File: src/rtl/digest_display.sv
// Shows a latched 160-bit SHA-1 digest one 32-bit word at a time on an 8-digit
// active-low seven-segment display; a rising edge on push steps the page h0..h4.
module digest_display #(
   parameter int REFRESH_DIV = 100000
) (
   input  logic         clk,
   input  logic         rst,
   input  logic [159:0] digest,
   input  logic         digest_valid,
   input  logic         push,
   output logic [2:0]   page,
   output logic [7:0]   AN,
   output logic [6:0]   SEG,
   output logic         DP
);

   localparam int CNT_W = (REFRESH_DIV > 1) ? $clog2(REFRESH_DIV) : 1;
   localparam logic [CNT_W-1:0] CNT_MAX = CNT_W'(REFRESH_DIV - 1);

   logic [159:0]     digest_q, digest_d;
   logic             loaded_q, loaded_d;
   logic [2:0]       page_q, page_d;
   logic [2:0]       digit_q, digit_d;
   logic [CNT_W-1:0] refresh_cnt_q, refresh_cnt_d;
   logic             push_d_q, push_d_d;
   logic [7:0]       an_q, an_d;
   logic [6:0]       seg_q, seg_d;
   logic             dp_q, dp_d;

   logic [31:0]      word;
   logic [3:0]       nibble;

   function automatic logic [6:0] hex7(input logic [3:0] n);
      case (n)
         4'h0: hex7 = 7'b1000000;
         4'h1: hex7 = 7'b1111001;
         4'h2: hex7 = 7'b0100100;
         4'h3: hex7 = 7'b0110000;
         4'h4: hex7 = 7'b0011001;
         4'h5: hex7 = 7'b0010010;
         4'h6: hex7 = 7'b0000010;
         4'h7: hex7 = 7'b1111000;
         4'h8: hex7 = 7'b0000000;
         4'h9: hex7 = 7'b0010000;
         4'hA: hex7 = 7'b0001000;
         4'hB: hex7 = 7'b0000011;
         4'hC: hex7 = 7'b1000110;
         4'hD: hex7 = 7'b0100001;
         4'hE: hex7 = 7'b0000110;
         default: hex7 = 7'b0001110;
      endcase
   endfunction

   always_comb begin
      case (page_q)
         3'd0:    word = digest_q[159:128];
         3'd1:    word = digest_q[127:96];
         3'd2:    word = digest_q[95:64];
         3'd3:    word = digest_q[63:32];
         default: word = digest_q[31:0];
      endcase
      nibble = word[{digit_q, 2'b00} +: 4];
   end

   always_comb begin
      digest_d      = digest_q;
      loaded_d      = loaded_q;
      page_d        = page_q;
      push_d_d      = push;
      refresh_cnt_d = refresh_cnt_q + 1'b1;
      digit_d       = digit_q;

      // Capture takes priority over a coincident push edge.
      if (digest_valid) begin
         digest_d = digest;
         loaded_d = 1'b1;
         page_d   = 3'd0;
      end else if (loaded_q && push && !push_d_q) begin
         page_d = (page_q == 3'd4) ? 3'd0 : page_q + 3'd1;
      end

      if (refresh_cnt_q == CNT_MAX) begin
         refresh_cnt_d = '0;
         digit_d       = digit_q + 3'd1;
      end

      an_d  = ~(8'b1 << digit_q);
      seg_d = loaded_q ? hex7(nibble) : 7'b0111111;
      dp_d  = !(loaded_q && (digit_q == page_q));
   end

   always_ff @(posedge clk) begin
      if (rst) begin
         digest_q      <= '0;
         loaded_q      <= 1'b0;
         page_q        <= 3'd0;
         digit_q       <= 3'd0;
         refresh_cnt_q <= '0;
         push_d_q      <= 1'b0;
         an_q          <= 8'hFF;
         seg_q         <= 7'h7F;
         dp_q          <= 1'b1;
      end else begin
         digest_q      <= digest_d;
         loaded_q      <= loaded_d;
         page_q        <= page_d;
         digit_q       <= digit_d;
         refresh_cnt_q <= refresh_cnt_d;
         push_d_q      <= push_d_d;
         an_q          <= an_d;
         seg_q         <= seg_d;
         dp_q          <= dp_d;
      end
   end

   assign page = page_q;
   assign AN   = an_q;
   assign SEG  = seg_q;
   assign DP   = dp_q;

endmodule

File: config.mk
export PLATFORM = sky130hd
export DESIGN_NAME = digest_display
export DESIGN_NICKNAME = d
export VERILOG_FILES = /design/src/rtl/digest_display.sv
export SDC_FILE = /design/constraint.sdc
export NUM_CORES = 1
export LEC_CHECK = 0
export CAP_MARGIN = 30
export CELL_PAD_IN_SITES_DETAIL_PLACEMENT = 1
export CELL_PAD_IN_SITES_GLOBAL_PLACEMENT = 1
export CORE_UTILIZATION = 35
export CTS_CLUSTER_SIZE = 28
export DETAILED_ROUTE_END_ITERATION = 6
export PLACE_DENSITY = 0.78
export SYNTH_ARGS = -nofsm -noshare
export SYNTH_HDL_FRONTEND = slang
export SYNTH_SLANG_ARGS = --single-unit
File: constraint.sdc
create_clock -name clk -period 3.1 [get_ports clk]
set_clock_uncertainty 0.05 [all_clocks]
set_input_delay 0.62 -clock clk [delete_from_list [all_inputs] [get_ports clk]]
set_output_delay 0.62 -clock clk [all_outputs]
set_load 0.03 [all_outputs]
==> metrics.cfg, run 1 <==
[layout]
seqCellArea_um2 = 4030
finish.utilization_pct = 48.6
multi_input_area_um2 = 4370
fill_cells = 2669
fin_area_um2 = 11800
insertedDiodeCount = 0
syn2layout_area_growth_pct = 36.3
nNetsFinal = 1251
layout-drive-gt1-share_pct = 9.04

[synth]
synth.avg_cell_area_um2 = 9.64
syn-cell-area_um2 = 8670
synth_cell_types = 51
synth_top_cell_by_area = dfxtp_1
netlist_instances = 899
synth_seq_cells = 201
synth_top_area_share_pct = 46.4
synth-edff-count = 0
netlist_top_cells_area = dfxtp_1 46%, mux2i_1 20%, nor2_1 8.5%
synth-main-ff-cell = dfxtp_1
async_reset_ff_share_pct = 0
ys.warnings.count = 0
synth.most_common_cell = dfxtp_1
ys_seq_area_share_pct = 46.4
synthTopCellsByCount = 201 x dfxtp_1, 197 x nor2_1, 173 x mux2i_1
syn-num-nets = 1081

[floorplan]
rows = 57
start_util_pct = 35.6
die_x_um = 159
num_io_pins = 183
fp.dieH_um = 159
core_um2 = 24300
dieArea_um2 = 25400

[worst_setup_path]
critical_path_depth = 13
r2r_cells = 13
cp.arrival_ns = 3.37
path_buf_inv = 3
cp.required_ns = 3.41
slowest_stage = a222oi_1
crit_chain = inv_2 > ha_4 > buf_12 > a222oi_1 > o21ai_0 > a21oi_1 > o31a_1 > o21ai_1 > buf_4 > ha_1 > mux2_2 > mux2i_1 > nand2_1
cp_max_fo = 17
r2r_end = SEG[3]
crit_end = SEG[3]
criticalPathCategory = register to register
end_kind = register
startpoint = page[1]
max_stage_delay_ns = 0.59
reg2reg_from = page[1]
critPathLaunchType = register
r2r_setup_slack_ns = 0.05
crit_family = compound AO/OA/AOI/OAI gates

[grt]
grt_antenna_before_repair = 0
grt_max_degree = 105
top_usage_layer = met2
grt_pass1_vias = 7473
grt_pass1_wl_um = 42800
use_met3_pct = 2.92
grtUsageTotal_pct = 21.6
use_met1_pct = 30.0
grt_use_met2_pct = 34.9
grt_overflow = 0

[timing]
worstMarginPinSlew_ns = 0.776
timing.final.ws_setup_ns = 0.0476
max_freq_ghz = 0.328
setup_viol = 0
final.min_clock_period_ns = 3.05
slew_viol_final = 0
worst_slew_margin_rel_pct = 48.2
fin_crit_sh_pct = 98.5
final-hold-violation-count = 0
tns_ns = 0

[clocking]
cts_max_level = 1
clock-sinks = 201
clockRootBuffer = clkbuf_16
cts_made_buffers = 22
path_clk_slew_ns = 0.06
cts_buffer_depth = 3
clkLatencyLatePin_ns = 0.50
cts_tree = yes
cts_hold_buffers = 0

[routing]
routedWlPerCell_um = 20.5
ant_nets = 0
vias = 7404
route.detailed.drc = 0
first_pass_iters = 6
totalWireLength_um = 28900
vias_per_cell = 5.26
drt_iter0_markers = 609

[power]
switchingPower_mw = 1.48
pwr-share-comb_pct = 11.9
leakage_nw = 4.92
p_int_mw = 4.72
irDropWorstVdd_mv = 0.335
pwr_density_cell_nw_per_um2 = 525
seq_power_share_pct = 45.4
clockPowerShare_pct = 42.7
netSwitchingFraction_pct = 23.9

[placed_design]
post-dp-hpwl_um = 20400
port_buffers = 182
placed_area_um2 = 10900
place_ws_ns = -0.123
place.gp.congestion = 0.841

[status]
status = completed

[run]
drv_cap = 0

[hold_path]
min_path_type = register to register

## worst min-delay path, stage by stage (launching register included)
cell and delay (ns):
dfxtp_1 0.32, mux2i_1 0.06, nor2_1 0.07
## sequential cells by signal, indices dropped and copies added (netlist names)
name           flops
refresh_cnt_q     17
page               3
push_d_q           1
digit_q            3
loaded_q           1
DP                 1
AN                 8
digest_q         160
SEG                7
## power by group through the flow
stage	logic (mW)	clock network [mW]	registers [mW]
global route	0.791	2.81	2.83
CTS	0.718	2.70	2.82
global placement	0.692	0	2.87
detailed placement	0.710	0	2.87
finish	0.738	2.65	2.82
floorplan	0.356	0	2.84
## per-layer routing
metal  share of wire, %  routed length [um]  up-vias
li1                   -                   -     3497
met1                 45               13200     3565
met2                 46               13300      297
met3                6.3                1810       45
met4                2.3                 666        0
met5                  0                   0        -
## stage by stage
step           total power [mW]  hold WS, ns  cells
2_1_floorplan              3.20        0.399    899
3_3_place_gp               3.56        0.418   1361
3_5_place_dp               3.58        0.433   1361
4_1_cts                    6.23        0.446   1400
5_1_grt                    6.43        0.471   1408
6_report                   6.21        0.440   1408
## kinds of logic after synthesis
kind of cell    Yosys count  share of synthesized area (%)
simple gates            283                           13.6
flops                   201                           46.4
fa+ha+maj                18                           2.60
compound gates          114                           10.0
mux                     183                           21.3
xor+xnor                 20                           2.02
buf+inv                  80                           4.08
## worst min-delay path by stage
stage / startpoint / to / cells past startpoint
2_1_floorplan: refresh_cnt_q[0] / refresh_cnt_q[0] / 1
3_3_place_gp: digest_q[37] / digest_q[37] / 2
3_5_place_dp: digest_q[7] / digest_q[7] / 2
4_1_cts: digest_q[7] / digest_q[7] / 2
5_1_grt: digest_q[24] / digest_q[24] / 2
6_report: digest_q[7] / digest_q[7] / 2
## what timing repair did
action,4_1_cts,5_1_grt
gates resized for setup,3,20
pin swaps,1,7
gates cloned,0,3
endpoints found under the setup margin,5,7
buffers inserted,0,5
## cell type report
class | instances | area share, %
clock inverters | 6 | 0.466
inverters | 13 | 0.413
well taps | 324 | 3.43
repair buffers | 213 | 18.8
multi-input cells | 618 | 37.0
flip-flops and latches | 201 | 34.1
clock buffers | 33 | 5.78
## placed cells by master (no fill, tap or decap), types with 7 or more instances in the layout
cell,netlist,layout
nor3_1,8,7
nand3_1,14,13
o211ai_1,7,7
a222oi_1,17,17
inv_1,12,10
nand3b_1,7,7
xnor2_1,7,7
ha_1,18,14
mux2i_1,173,172
clkbuf_16,0,26
a22oi_1,14,14
nand2_1,35,35
nor2_1,197,197
clkbuf_8,0,8
dfxtp_1,201,198
mux2_2,8,8
clkdlybuf4s50_1,0,180
o221ai_1,8,8
buf_12,0,9
xor2_1,13,13
a21oi_1,23,23
buf_4,5,19
No activity file was read; power rests on OpenSTA's default activity.
==> inputs of run 2 (changes only) <==
- CTS_CLUSTER_SIZE: 28 -> 10
==> metrics.cfg, run 2 (synthesized netlist as in run 1, its figures left out) <==
[status]
status = completed

[worst_setup_path]
r2r_setup_slack_ns = 0.04
cp_common_cell = buf_4
critical_path_depth = 12
criticalPathCategory = register to register
cp_max_fo = 12
critPathLaunchType = register
path_buf_inv = 3
max_stage_delay_ns = 0.35
r2r_cells = 12
startpoint = page[0]
end_kind = register
cp.required_ns = 3.41
cp.arrival_ns = 3.37
crit_family = compound AO/OA/AOI/OAI gates
slowest_stage = dfxtp_4
crit_chain = buf_4 > ha_1 > ha_2 > buf_4 > a221o_1 > a21oi_1 > a221oi_1 > nor3_1 > buf_4 > mux2_2 > mux2i_1 > nand2_1
reg2reg_from = page[0]

[clocking]
cts_buffer_depth = 3
clockRootBuffer = clkbuf_16
clock-sinks = 201
cts_max_level = 1
clkLatencyLatePin_ns = 0.50
cts_made_buffers = 24
path_clk_slew_ns = 0.05
cts_tree = yes

[floorplan]
die_x_um = 159
core_um2 = 24300
fp.dieH_um = 159
num_io_pins = 183
start_util_pct = 35.6
rows = 57
dieArea_um2 = 25400

[layout]
layout_common_cells = 198 x dfxtp_1, 197 x nor2_1, 180 x clkdlybuf4s50_1, 172 x mux2i_1, 35 x nand2_1
layout_commonest_cell = dfxtp_1
finish.utilization_pct = 48.3
syn2layout_area_growth_pct = 35.4
top_register = digest_q
layout-drive-gt1-share_pct = 8.35
insertedDiodeCount = 0
largest_reg_flops = 160
nNetsFinal = 1255

[routing]
ant_nets = 0
route.detailed.drc = 0
first_pass_iters = 7
vias_per_cell = 5.28
vias = 7403
routedWlPerCell_um = 20.4
totalWireLength_um = 28600
drt_iter0_markers = 554

[timing]
slew_viol_final = 0
worstMarginPinSlew_ns = 0.770
final-hold-violation-count = 0
setup_viol = 0
final.min_clock_period_ns = 3.06
fin_crit_sh_pct = 98.7
whs_ns = 0.439
worst_slew_margin_rel_pct = 48.7
rsz0062_at_grt = yes
max_freq_ghz = 0.327
timing.final.ws_setup_ns = 0.0418

[grt]
grtUsageTotal_pct = 21.7
grt_pass1_vias = 7468
grt_antenna_before_repair = 0
grt_overflow = 0
grt_pass1_wl_um = 42900
grt_max_degree = 105

[power]
irDropWorstVdd_mv = 0.227
netSwitchingFraction_pct = 23.9
p_int_mw = 4.58
seq_power_share_pct = 46.9
switchingPower_mw = 1.44
pwr-share-comb_pct = 12.3
clockPowerShare_pct = 40.8
leakage_nw = 4.88
power.total_mw = 6.02
pwr_density_cell_nw_per_um2 = 513

[hold_path]
hp-start = digest_q[37]
min_path_cells = 2
min_path_type = register to register

[placed_design]
place_ws_ns = -0.123
place.gp.congestion = 0.841
post-dp-hpwl_um = 20400
port_buffers = 182

[run]
drv_cap = 0

==> run 2: tightest hold or removal path, stage by stage, from the launching register on <==
cell and delay (ns):
dfxtp_1 0.32, mux2i_1 0.06, nor2_1 0.07
==> run 2: stage by stage <==
stage          instances  cell area, um2  setup TNS (ns)
2_1_floorplan        899            8670               0
5_1_grt             1402           11700          -0.141
3_5_place_dp        1361           10900          -0.290
3_3_place_gp        1361           10900         -0.0185
6_report            1402           11700               0
4_1_cts             1392           11500               0
==> run 2: area by class of cell <==
cell class / count / area [um2]
sequential: 201 / 4030
multi-input combinational: 618 / 4370
fill: 2690 / 12600
clock inverter: 1 / 5.00
inverter: 13 / 48.8
clock buffer: 30 / 654
timing repair buffer: 215 / 2220
tap: 324 / 405
==> run 2: power groups by stage <==
stage	clock (mW)	sequential, mW	combinational (mW)
3_3_place_gp	0	2.87	0.692
3_5_place_dp	0	2.87	0.710
2_1_floorplan	0	2.84	0.356
6_report	2.46	2.82	0.741
4_1_cts	2.51	2.82	0.720
5_1_grt	2.63	2.83	0.794
==> run 2: what timing repair did <==
item,CTS,global route
setup buffers,0,8
resized for setup,5,17
hold buffers,0,0
setup endpoints to repair,5,4
pin swaps,2,6
cloned,0,2
==> run 2: per-layer routing <==
layer	part of all wire [%]	vias up	wire [um]	track usage [%]
met5	0	-	0	0
met4	2.5	0	701	6.47
met3	5.3	43	1530	2.84
met2	46	266	13000	34.9
met1	47	3595	13300	30.2
li1	-	3499	-	-
==> run 2: final timing paths <==
check,end
setup / recovery,SEG[3]
hold / removal,digest_q[37]
setup reg to reg,SEG[3]
hold reg to reg,digest_q[37]
